## src/rtl/simon_round_ctrl.sv

```systemverilog
// SIMON32/64 round sequencer.
// Steps the external round/key-schedule datapath through one block:
// a load pulse, ROUNDS round enables with the matching z constant bit,
// then a held result-valid until the host acknowledges. It also counts
// acknowledged blocks. All outputs are registered copies of the decoded
// next state, so nothing combinational runs from an input to an output.
module simon_round_ctrl #(
    parameter int                ROUNDS = 32,
    parameter int                Z_LEN  = 62,
    parameter logic [Z_LEN-1:0]  Z_SEQ  = 62'b11111010001001010110000111001101111101000100101011000011100110,
    parameter int                CNT_W  = 8
) (
    input  logic             clk,
    input  logic             rst_n,
    input  logic             start,
    input  logic             abort,
    input  logic             res_ack,
    output logic             busy,
    output logic             dp_load,
    output logic             dp_round_en,
    output logic [5:0]       round_idx,
    output logic             z_bit,
    output logic             res_valid,
    output logic [CNT_W-1:0] blocks_done
);

    typedef enum logic [1:0] {
        S_IDLE = 2'd0,
        S_LOAD = 2'd1,
        S_RUN  = 2'd2,
        S_DONE = 2'd3
    } state_t;

    // Index of the last round and of z_0 inside the MSB-first constant.
    localparam logic [5:0] LAST_ROUND = 6'(ROUNDS - 1);
    localparam logic [5:0] Z_TOP      = 6'(Z_LEN - 1);

    state_t           r_state;
    state_t           w_state_next;
    logic [5:0]       r_cnt;
    logic [5:0]       w_cnt_next;
    logic [CNT_W-1:0] r_blocks;
    logic [CNT_W-1:0] w_blocks_next;
    logic [5:0]       w_z_index;
    logic             w_z_next;

    logic             r_busy;
    logic             r_dp_load;
    logic             r_round_en;
    logic [5:0]       r_round_idx;
    logic             r_z_bit;
    logic             r_res_valid;

    // z_j for the round that will be active next cycle (constant is MSB first).
    assign w_z_index = Z_TOP - w_cnt_next;
    assign w_z_next  = Z_SEQ[w_z_index];

    // Next-state, round counter and block counter; abort overrides everything.
    always_comb begin
        w_state_next  = r_state;
        w_cnt_next    = r_cnt;
        w_blocks_next = r_blocks;
        if (abort) begin
            w_state_next = S_IDLE;
            w_cnt_next   = 6'd0;
        end else begin
            case (r_state)
                S_IDLE: begin
                    w_cnt_next = 6'd0;
                    if (start) begin
                        w_state_next = S_LOAD;
                    end
                end
                S_LOAD: begin
                    w_state_next = S_RUN;
                    w_cnt_next   = 6'd0;
                end
                S_RUN: begin
                    if (r_cnt == LAST_ROUND) begin
                        w_state_next = S_DONE;
                        w_cnt_next   = 6'd0;
                    end else begin
                        w_cnt_next = r_cnt + 6'd1;
                    end
                end
                S_DONE: begin
                    // start is deliberately not looked at here; only ack leaves DONE.
                    if (res_ack) begin
                        w_state_next  = S_IDLE;
                        w_blocks_next = r_blocks + 1'b1;
                    end
                end
                default: begin
                    w_state_next = S_IDLE;
                    w_cnt_next   = 6'd0;
                end
            endcase
        end
    end

    // State, counters and registered Moore outputs decoded from the next state.
    always_ff @(posedge clk or negedge rst_n) begin
        if (!rst_n) begin
            r_state     <= S_IDLE;
            r_cnt       <= 6'd0;
            r_blocks    <= '0;
            r_busy      <= 1'b0;
            r_dp_load   <= 1'b0;
            r_round_en  <= 1'b0;
            r_round_idx <= 6'd0;
            r_z_bit     <= 1'b0;
            r_res_valid <= 1'b0;
        end else begin
            r_state     <= w_state_next;
            r_cnt       <= w_cnt_next;
            r_blocks    <= w_blocks_next;
            r_busy      <= (w_state_next != S_IDLE);
            r_dp_load   <= (w_state_next == S_LOAD);
            r_round_en  <= (w_state_next == S_RUN);
            r_round_idx <= (w_state_next == S_RUN) ? w_cnt_next : 6'd0;
            r_z_bit     <= (w_state_next == S_RUN) ? w_z_next : 1'b0;
            r_res_valid <= (w_state_next == S_DONE);
        end
    end

    assign busy        = r_busy;
    assign dp_load     = r_dp_load;
    assign dp_round_en = r_round_en;
    assign round_idx   = r_round_idx;
    assign z_bit       = r_z_bit;
    assign res_valid   = r_res_valid;
    assign blocks_done = r_blocks;

endmodule

```

## config.mk

```make
export PLATFORM = sky130hd
export DESIGN_NAME = simon_round_ctrl
export DESIGN_NICKNAME = d
export VERILOG_FILES = /design/src/rtl/simon_round_ctrl.sv
export SDC_FILE = /design/constraint.sdc
export NUM_CORES = 1
export LEC_CHECK = 0
export ABC_AREA = 1
export CORE_UTILIZATION = 35
export CTS_BUF_LIST = sky130_fd_sc_hd__clkbuf_8
export DETAILED_ROUTE_END_ITERATION = 10
export GPL_TIMING_DRIVEN = 1
export SYNTH_ARGS = -nofsm -noshare
export SYNTH_HDL_FRONTEND = slang
export SYNTH_SLANG_ARGS = --single-unit
```

## constraint.sdc

```tcl
create_clock -name clk -period 4.5 [get_ports clk]
set_input_delay 0.9 -clock clk [delete_from_list [all_inputs] [get_ports clk]]
set_output_delay 0.9 -clock clk [all_outputs]
set_load 0.01 [all_outputs]
```

=== Yosys cells after proc, flatten, opt, wreduce, memory -nomap -nowiden ===
Memories as Yosys holds them, arrays and structs flattened.
Cells that the tools add are included.

* Register bits: 27
* Bits in read-only memories: 64
* Bits of input ports: 5
* Output and inout port bits: 19
* Word-level logic and storage cells: 37
* Memories kept: 1

* $add $sub $neg: 3
* $lt $le $gt $ge: 1
* Equality and inequality tests: 7
* Multiplexer cells: 11
* Bitwise gates (word level): 1
* Reductions and logical operators: 4

{| class="wikitable"
|+ Memory list
! memory !! depth !! bits a word !! read ports !! clocked after Yosys merged registers in !! wr ports !! line !! source
|-
| (name not given) || 64 || 1 || 1 || 0 || 0 || 56 || <nowiki>assign w_z_next = Z_SEQ[w_z_index];</nowiki>
|}

{| class="wikitable"
|+ Operators with widths
! kind !! number
|-
| $mux W6 || 3
|-
| $pmux W6 S2 || 1
|-
| $add A8 B1 Y8 const B || 1
|-
| $eq A2 B2 Y1 const B || 4
|-
| $mux W2 || 4
|-
| $pmux W2 S4 || 1
|-
| $lt A6 B7 Y1 const B || 1
|-
| $add A6 B1 Y6 const B || 1
|-
| $eq A6 B5 Y1 const B || 1
|-
| $sub A6 B6 Y6 const A || 1
|-
| $eq A2 B1 Y1 const B || 2
|-
| $reduce_and A3 Y1 || 1
|-
| $logic_not A2 Y1 || 1
|-
| $mux W1 || 2
|-
| $reduce_bool A2 Y1 || 1
|-
| $reduce_or A2 Y1 || 1
|-
| $not A1 Y1 || 1
|}

=== Depth between registers and ports, before layout ===
Gate-level depths: netlist of the first run.

* Depth in word-level cells: 8
* Gate-level depth with buffers: 17
* Depth with buffers taken out: 17

=== Least setup slack after synthesis of the first run ===
Ideal clock, no wire load.

* Path type: input-to-reg
* From: input port abort
* To: register r_z_bit, in the netlist z_bit
* Library setup time: 119 ps
* Arrival: 2214 ps
* Required time: 4381 ps
* Path slack: 2167 ps
* Stages on the path: 11
* Buffers on the path: 0
* Cells stage by stage: inv_2 -> nand2_1 -> inv_1 -> ha_1 -> inv_1 -> a21boi_0 -> nand3_1 -> nand2_1 -> nand2_1 -> a21oi_1 -> nor2_1

* Cells in the longest elaborated chain, start to end: 5
* Elaborated cells between the ends (all ways): 7
* Those cells by class: add/sub: 1; eq/ne: 1; mux: 4; memory: 1

{| class="wikitable"
|+ Ends and longest elaborated chain
! what !! line !! source
|-
| from (decl) || 16 || <nowiki>input logic abort,</nowiki>
|-
| $mux W6 || 63 || <nowiki>if (abort) begin</nowiki>
|-
| net w_cnt_next[1] || 41 || <nowiki>logic [5:0] w_cnt_next;</nowiki>
|-
| $sub A6 B6 Y6 || 55 || <nowiki>assign w_z_index = Z_TOP - w_cnt_next;</nowiki>
|-
| $mem_v2 Z64 W1 || -- ||
|-
| $mux W1 (not written as such) || 56 ||
|-
| $mux W1 || 121 || <nowiki>r_z_bit <= (w_state_next == S_RUN) ? w_z_next : 1'b0;</nowiki>
|-
| to (signal assigned) || 121 ||
|-
| to (decl) || 51 || <nowiki>logic r_z_bit;</nowiki>
|}

The timed path passes the listed nets, and every way through them passes these cells. The select of a mux whose other input is x is not followed.
A chain may end at the register's enable or synchronous reset.

=== Worst setup path after layout of the first run ===
Ends and elaborated chain as after synthesis.

==> impl_metrics.csv, run 1 <==
group,metric,value,unit
status,status,"completed",
yosys,synth_seq_cells,27,
sta,worst_pin_slew,1.08,ns
yosys,synthMuxAreaShare,0.0134,
route,avgViaCountPerCell,4.67,
placement,preCtsSetupSlack,1.20,ns
yosys,yosysWarnings,0,
sta,final.setup_skew,0.00668,ns
route,vias,1223,
die,rows,24,
yosys,syn-num-nets,196,
clocking,insertion_delay,0.27,ns
yosys,synth_cell_types,33,
die,num_io_pins,24,
yosys,synth_cells,182,
layout,layout-drive-gt1-share,0.162,
sta,fin_ws,1.47,ns
clocking,h-tree-depth,1,
die,die_y,69.4,um
yosys,ys_seq_area_frac,0.425,
pwr,powerDensity,279,nW/um2
placement,place_congestion,0.828,
route,ant_nets,0,
die,die_w,69.4,um
pwr,p_leak,0.968,nW
clocking,cts_resized,0,
global_routing,antenna_found_initial,0,
sta,hold_viol,0,
worst_setup_path,arrival,3.19,ns
global_routing,grt_pass1_wl,5240,um
sta,period_minus_slack,3.03,ns
worst_setup_path,worstPathMaxFanout,7,
route,drt_iter0_markers,42,
yosys,synthSimpleGateAreaFrac,0.320,
die,initial_core_util,0.365,
sta,tns,0,ns
route,routedWlPerCell,10.8,um
layout,area_growth_syn_to_layout,22.0,%
yosys,synth_area,1590,um2
layout,final_common_cell,"nand2_1",
clocking,post-cts-setup-buffer-count,0,
die,core,4350,um2
pwr,worst_ir_drop_vdd,0.120,mV
global_routing,gr-total-overflow,0,
run,maxCapViolations,0,
route,drt_wl_total,2840,um
clocking,clkSinkCount,27,
pwr,p_total,541,uW
global_routing,grtUsageTotal,0.133,
clocking,cts-root-buf,"clkbuf_8",
clocking,clock_tree.buffer_depth,2,
yosys,synth_compound_area_frac,0.0614,
sta,final_max_slew_viol_count,0,
yosys,synth.avg_cell_area,8.74,um2
clocking,tritoncts,"yes",
yosys,synth_xor_area_frac,0.0386,
worst_setup_path,worst_setup_path_start_kind,"input pin",
clocking,ctsHoldBuffers,0,
worst_setup_path,required,4.66,ns
sta,min_period_over_period,0.673,
route,first_pass_iters,4,
die,dieArea,4820,um2
route,post-route-drc-count,0,
worst_setup_path,cp-end-kind,"flop",
clocking,cts_buffers,3,
placement,portBuffers,23,
sta,fmaxAchievable,330,MHz
sta,finalSetupViolations,0,
placement,dpl.hpwl,2280,um
min_path,hold_path.class,"reg -> reg",
yosys,yosys.area_share.adder,0.0708,
layout,layout_common_cells,"nand2_1, dfrtp_1, inv_1, clkdlybuf4s50_1, nand3_1",
layout,final_nets,225,
global_routing,grt_start_max_net_pins,26,
sta,rsz0062_at_grt,"false",
yosys,synth_top_family_by_area,"simple AND/OR/NAND/NOR gates",
layout,fillers,420,
worst_setup_path,crit_type,"in -> reg",
sta,slew_headroom,0.276,
layout,diodes,0,
clocking,clk_pin_slew,0.09,ns
global_routing,first_global_vias,1236,
[logic make-up after synthesis]
logic type               Yosys count
AND/OR/NAND/NOR                   94
buffers and inverters             30
flip-flops                        27
AO/OA/AOI/OAI                     13
adder cells (fa/ha/maj)            9
XOR/XNOR                           7
multiplexers                       2
[metrics by stage]
step                      utilization  hold WS, ns  instances  area, um2
after detailed placement        0.435        0.468        258       1890
after CTS                       0.445        0.481        262       1940
after floorplan                     -        0.507        182       1590
after global placement          0.435        0.462        258       1890
final                           0.445        0.475        262       1940
after global routing            0.445        0.488        262       1940
[area by class of cell]
class                           count  area (um2)  area share
Multi-Input combinational cell    125         802       0.414
Sequential cell                    27         676       0.348
Timing Repair Buffer               24         238       0.123
Inverter                           30         113      0.0581
Tap cell                           52        65.1      0.0335
Clock buffer                        3        41.3      0.0213
Clock inverter                      1        5.00     0.00258
[sequential cells by signal, summed over array words and instances, names as in the netlist]
name,flops
blocks_done,8
r_cnt,6
round_idx,6
r_state,2
busy,1
dp_load,1
dp_round_en,1
res_valid,1
z_bit,1
[power by group]
part,switching (mW),total [mW],internal (mW)
registers,0.0211,0.285,0.264
logic,0.0621,0.121,0.0584
clock network,0.0736,0.135,0.0619
total,0.157,0.541,0.384
[cells in the mapped netlist]
master,number,share of area
nand2_1,38,0.090
dfrtp_1,27,0.42
inv_1,24,0.057
nand3_1,21,0.066
nor2_1,14,0.033
ha_1,9,0.071
inv_2,5,0.012
xor2_1,5,0.028
a21oi_1,4,0.013
nand2_2,4,0.016
nand2_4,4,0.028
nand3_2,2,0.013
nand4_1,2,0.0079
o21ai_1,2,0.0063
o21ai_2,2,0.011
xnor2_1,2,0.011
a211oi_2,1,0.0079
a21boi_0,1,0.0047
a21oi_2,1,0.0055
a21oi_4,1,0.010
clkinv_1,1,0.0024
mux2_2,1,0.0071
mux2i_1,1,0.0063
nand4_2,1,0.0079
nor2_2,1,0.0039
nor2_4,1,0.0071
nor2_8,1,0.013
nor3_1,1,0.0031
nor3_2,1,0.0063
nor3_4,1,0.010
nor3b_2,1,0.0079
nor4_2,1,0.0079
o21ai_0,1,0.0031
[final timing paths]
path | from | endpoint | slack, ns | cells past startpoint
worst min register to register | blocks_done[7] | blocks_done[7] | 0.47 | 1
max in group asynchronous | rst_n | round_idx[0] | 2.64 | 1
min in group asynchronous | rst_n | blocks_done[2] | 1.21 | 1
worst max register to register | r_cnt[0] | z_bit | 1.78 | 16
worst max-delay path | abort | z_bit | 1.47 | 12
worst min-delay path | blocks_done[7] | blocks_done[7] | 0.47 | 1
[routing by layer]
layer,part of all wire,vias to the layer above,wire length (um),track usage
met5,0,-,0,0
met4,0,0,0,0.0340
met3,0.033,0,94,0.0189
met2,0.46,20,1310,0.220
met1,0.51,572,1440,0.181
li1,-,631,-,-
[critical path: stages]
cell and delay (ns):
clkdlybuf4s50_1 0.65, inv_2 0.17, nand2_1 0.24, inv_1 0.14, ha_1 0.39, inv_1 0.13
a21boi_0 0.18, nand3_1 0.09, nand2_1 0.06, nand2_1 0.04, a21oi_1 0.13, nor2_1 0.06
No activity file was read; power rests on OpenSTA's default activity.
==> inputs of run 2 (changes only) <==
==> constraint.sdc (replaced) <==
create_clock -name clk -period 3 [get_ports clk]
set_input_delay 0.6 -clock clk [delete_from_list [all_inputs] [get_ports clk]]
set_output_delay 0.6 -clock clk [all_outputs]
set_load 0.01 [all_outputs]
==> impl_metrics.csv, run 2 (synthesized netlist as in run 1, its figures left out) <==
group,metric,value,unit
die,rows,24,
worst_setup_path,rrSetupSlack,0.44,ns
route,routedWlPerCell,11.1,um
layout,layout-drive-gt1-share,0.174,
sta,slew_headroom,0.769,
worst_setup_path,crit_top_cell,"nand2_1",
worst_setup_path,rr_worst_depth,16,
global_routing,gr-total-overflow,0,
layout,area_growth_syn_to_layout,23.5,%
clocking,clk_pin_slew,0.09,ns
min_path,hold_path.class,"reg -> reg",
run,maxCapViolations,0,
worst_setup_path,reg2reg_from,"r_cnt[0]",
sta,worst_pin_slew,0.346,ns
sta,final.setup_skew,0.00243,ns
layout,final_nets,228,
sta,period_minus_slack,2.56,ns
route,vias,1215,
die,die_w,69.4,um
layout,largest_register_ffs,8,
clocking,clkSinkCount,27,
layout,layout_common_cells,"nand2_1, dfrtp_1, inv_1, clkdlybuf4s50_1, nand3_1",
die,die_y,69.4,um
clocking,cts_resized,0,
die,core,4350,um2
global_routing,grt_pass1_wl,5310,um
route,avgViaCountPerCell,4.58,
sta,fmaxAchievable,391,MHz
pwr,worst_ir_drop_vdd,0.165,mV
min_path,whs_path_depth,1,
worst_setup_path,worstPathMaxFanout,7,
clocking,h-tree-depth,1,
layout,diodes,0,
clocking,cts_buffers,3,
route,post-route-drc-count,0,
die,initial_core_util,0.365,
clocking,tritoncts,"yes",
status,status,"completed",
worst_setup_path,required,3.17,ns
die,num_io_pins,24,
sta,finalSetupViolations,0,
worst_setup_path,crit_type,"reg -> reg",
clocking,cts-root-buf,"clkbuf_8",
clocking,insertion_delay,0.27,ns
clocking,clock_tree.buffer_depth,2,
min_path,worstHoldStart,"blocks_done[7]",
sta,final_max_slew_viol_count,0,
pwr,p_leak,0.978,nW
global_routing,grtUsageTotal,0.136,
die,dieArea,4820,um2
route,drt_wl_total,2950,um
pwr,powerDensity,420,nW/um2
worst_setup_path,worst_setup_path_start_kind,"flop",
route,first_pass_iters,4,
clocking,ctsHoldBuffers,0,
min_path,hold_end,"blocks_done[7]",
global_routing,grt_start_max_net_pins,28,
placement,place_area,1920,um2
layout,final_common_cell,"nand2_1",
clocking,post-cts-setup-buffer-count,0,
placement,dp_cells,261,
route,drt_iter0_markers,43,
worst_setup_path,cp-end-kind,"flop",
layout,post-route-util,0.451,
sta,tns,0,ns
worst_setup_path,crit_chain,"ha_1 > nand2_1 > nor2_1 > nand2_1 > nand3_1 > nand2_1 > nand2_1 > inv_1 > ha_1 > inv_1 > a21boi_0 > nand3_1 > nand2_1 > nand2_1 > a21oi_1 > nor2_1",
placement,dpl.hpwl,2310,um
sta,hold_viol,0,
layout,final_area,1960,um2
worst_setup_path,critPathSlowestCell,"dfrtp_1",
placement,portBuffers,23,
worst_setup_path,r2r_end,"z_bit",
worst_setup_path,arrival,2.73,ns
layout,finalNonFillerCells,265,
sta,rsz0062_at_grt,"false",
worst_setup_path,cp_slowest_stage_delay,0.46,ns
placement,place_congestion,0.837,
global_routing,antenna_found_initial,0,
sta,hold_ws,0.471,ns
global_routing,first_global_vias,1201,
sta,min_period_over_period,0.852,
route,ant_nets,0,
==> run 2: cell types whose count changed in the layout (fill, tap and decap cells not counted), sizes merged <==
| cell | previous run | this run |
|---|---|---|
| buf | 1 | 4 |
| clkinvlp | 0 | 1 |
| clkinv | 2 | 1 |
==> run 2: report_power, final <==
part	switching, mW	internal, mW
Combinational	0.0961	0.0912
Sequential	0.0320	0.396
Clock	0.115	0.0942
==> run 2: cell type report <==
| cell class | count | area, um2 |
|---|---|---|
| flip-flops and latches | 27 | 676 |
| multi-input cells | 125 | 802 |
| repair buffers | 27 | 260 |
| clock buffers | 3 | 41.3 |
| well taps | 52 | 65.1 |
| clock inverters | 1 | 7.51 |
| fillers | 439 | 2390 |
| inverters | 30 | 113 |
==> run 2: metal layers <==
metal	routed length, um	track usage	vias up
met3	92	0.0218	2
met4	20	0.0454	0
met2	1380	0.229	18
met1	1460	0.178	556
met5	0	0	-
li1	-	-	639
==> run 2: worst max-delay path by stage <==
stage,slack (ns),startpoint,cells after the start,end
3_3_place_gp,0.35,abort,12,z_bit
3_5_place_dp,0.36,abort,12,z_bit
2_1_floorplan,0.67,r_cnt[0],16,z_bit
5_1_grt,0.11,r_cnt[0],16,z_bit
4_1_cts,0.46,r_cnt[0],16,z_bit
6_report,0.44,r_cnt[0],16,z_bit
==> run 2: metrics by stage <==
stage | setup slack, ns | power [mW]
after floorplan | 0.670 | 0.528
after global placement | 0.350 | 0.621
after detailed placement | 0.362 | 0.626
after CTS | 0.459 | 0.842
after global routing | 0.106 | 0.886
final | 0.444 | 0.825
==> run 2: worst max-delay path: cells and delay by family, from the launching register on <==
family          cells  cell delay, ns
flops               1            0.46
simple gates       10            0.88
buf+inv             2            0.21
fa+ha+maj           2            0.59
compound gates      2            0.32
==> inputs of run 3 (changes only) <==
--- a/config.mk
+++ b/config.mk
@@ -6,10 +6,12 @@
 export NUM_CORES = 1
 export LEC_CHECK = 0
 export ABC_AREA = 1
+export CORE_ASPECT_RATIO = 0.7
 export CORE_UTILIZATION = 35
 export CTS_BUF_LIST = sky130_fd_sc_hd__clkbuf_8
 export DETAILED_ROUTE_END_ITERATION = 10
 export GPL_TIMING_DRIVEN = 1
+export RECOVER_POWER = 25
 export SYNTH_ARGS = -nofsm -noshare
 export SYNTH_HDL_FRONTEND = slang
 export SYNTH_SLANG_ARGS = --single-unit
==> impl_metrics.csv, run 3 (synthesized netlist as in run 1, its figures left out) <==
group,metric,value,unit
global_routing,grt_pass1_wl,5530,um
worst_setup_path,crit_type,"reg -> reg",
global_routing,grtUsageTotal,0.157,
layout,multi_input_area,802,um2
die,rows,20,
global_routing,first_global_vias,1104,
min_path,whs_path_depth,1,
min_path,worstHoldStart,"blocks_done[7]",
clocking,clkSinkCount,27,
layout,register_area,676,um2
pwr,powerDensity,421,nW/um2
clocking,cts-root-buf,"clkbuf_8",
worst_setup_path,cp-end-kind,"flop",
worst_setup_path,r2r_end,"z_bit",
die,initial_core_util,0.365,
layout,final_area,1960,um2
clocking,cts_buffers,3,
route,drt_iter0_markers,36,
pwr,worst_ir_drop_vdd,0.244,mV
clocking,tritoncts,"yes",
worst_setup_path,rr_worst_depth,16,
route,drt_wl_total,3350,um
worst_setup_path,worst_setup_path_start_kind,"flop",
die,die_y,58.4,um
worst_setup_path,reg2reg_from,"r_cnt[0]",
die,die_w,82.6,um
die,core,4350,um2
worst_setup_path,required,3.18,ns
clocking,ctsHoldBuffers,0,
placement,dpl.hpwl,2580,um
clocking,insertion_delay,0.27,ns
clocking,clock_tree.buffer_depth,2,
pwr,power.share.switching,0.298,
pwr,p_leak,0.970,nW
layout,final_nets,227,
route,first_pass_iters,4,
sta,hold_viol,0,
layout,diodes,0,
layout,layout_common_cells,"nand2_1, dfrtp_1, inv_1, clkdlybuf4s50_1, nand3_1",
layout,largest_register_ffs,8,
sta,final.setup_skew,0.00386,ns
run,maxCapViolations,0,
worst_setup_path,arrival,2.75,ns
pwr,power.clock.fraction,0.257,
clocking,post-cts-setup-buffer-count,0,
route,routedWlPerCell,12.5,um
pwr,intPower,578,uW
worst_setup_path,worstPathMaxFanout,7,
min_path,hold_path.class,"reg -> reg",
sta,period_minus_slack,2.57,ns
sta,worst_pin_slew,1.49,ns
layout,area_growth_syn_to_layout,23.1,%
worst_setup_path,rrSetupSlack,0.43,ns
layout,final_common_cell,"nand2_1",
sta,finalSetupViolations,0,
clocking,cts_resized,0,
sta,slew_headroom,0.00922,
clocking,clk_pin_slew,0.10,ns
global_routing,antenna_found_initial,0,
sta,fmaxAchievable,389,MHz
status,status,"completed",
placement,place_area,1910,um2
placement,place_congestion,0.826,
global_routing,gr-total-overflow,0,
min_path,hold_end,"blocks_done[7]",
sta,tns,0,ns
global_routing,grt_start_max_net_pins,28,
pwr,p_seq_frac,0.519,
sta,rsz0062_at_grt,"false",
clocking,h-tree-depth,1,
layout,layout-drive-gt1-share,0.165,
pwr,power.share.combinational,0.224,
sta,min_period_over_period,0.858,
route,ant_nets,0,
placement,portBuffers,23,
die,num_io_pins,24,
layout,fillers,435,
pwr,p_sw,246,uW
route,avgViaCountPerCell,4.69,
route,post-route-drc-count,0,
route,vias,1253,
die,dieArea,4820,um2
sta,final_max_slew_viol_count,0,
-- run 3: routing by layer --
| layer | wire [um] | vias up | track usage |
|---|---|---|---|
| met5 | 0 | - | 0 |
| met4 | 0 | 0 | 0.0296 |
| met3 | 192 | 0 | 0.0403 |
| met2 | 1270 | 32 | 0.187 |
| met1 | 1890 | 579 | 0.269 |
| li1 | - | 642 | - |
-- run 3: power by group through the flow --
stage	registers, mW	logic (mW)	clock network [mW]
6_report	0.428	0.184	0.212
5_1_grt	0.433	0.204	0.239
4_1_cts	0.429	0.188	0.220
3_5_place_dp	0.435	0.187	0
3_3_place_gp	0.437	0.186	0
2_1_floorplan	0.443	0.0846	0
-- run 3: worst max-delay path by stage --
stage          startpoint  endpoint  slack (ns)  cells after the start
3_5_place_dp        abort     z_bit        0.30                     12
3_3_place_gp        abort     z_bit        0.37                     12
4_1_cts          r_cnt[0]     z_bit        0.44                     16
5_1_grt          r_cnt[0]     z_bit        0.09                     16
2_1_floorplan    r_cnt[0]     z_bit        0.67                     16
6_report         r_cnt[0]     z_bit        0.43                     16
-- run 3: final cells by class --
cell class                 instances  share of cell area
multi-input combinational        125               0.410
timing repair buffer              26               0.127
sequential                        27               0.345
clock inverter                     1             0.00384
inverter                          30              0.0575
clock buffer                       3              0.0211
tap                               55              0.0352
-- run 3: metrics by stage --
stage | utilization | power (mW) | std cells | setup WS, ns | hold slack [ns]
final | 0.449 | 0.824 | 267 | 0.426 | 0.481
after global routing | 0.449 | 0.875 | 267 | 0.0892 | 0.530
after CTS | 0.450 | 0.837 | 267 | 0.441 | 0.481
after detailed placement | 0.439 | 0.622 | 263 | 0.301 | 0.465
after global placement | 0.439 | 0.623 | 263 | 0.369 | 0.465
after floorplan | - | 0.528 | 182 | 0.670 | 0.304
-- run 3: worst max-delay path, stage by stage, from the launching register on --
cell and delay, ns:
dfrtp_1 0.44, ha_1 0.22, nand2_1 0.08, nor2_1 0.15, nand2_1 0.07, nand3_1 0.12
nand2_1 0.10, nand2_1 0.08, inv_1 0.08, ha_1 0.39, inv_1 0.13, a21boi_0 0.22
nand3_1 0.10, nand2_1 0.06, nand2_1 0.04, a21oi_1 0.13, nor2_1 0.06
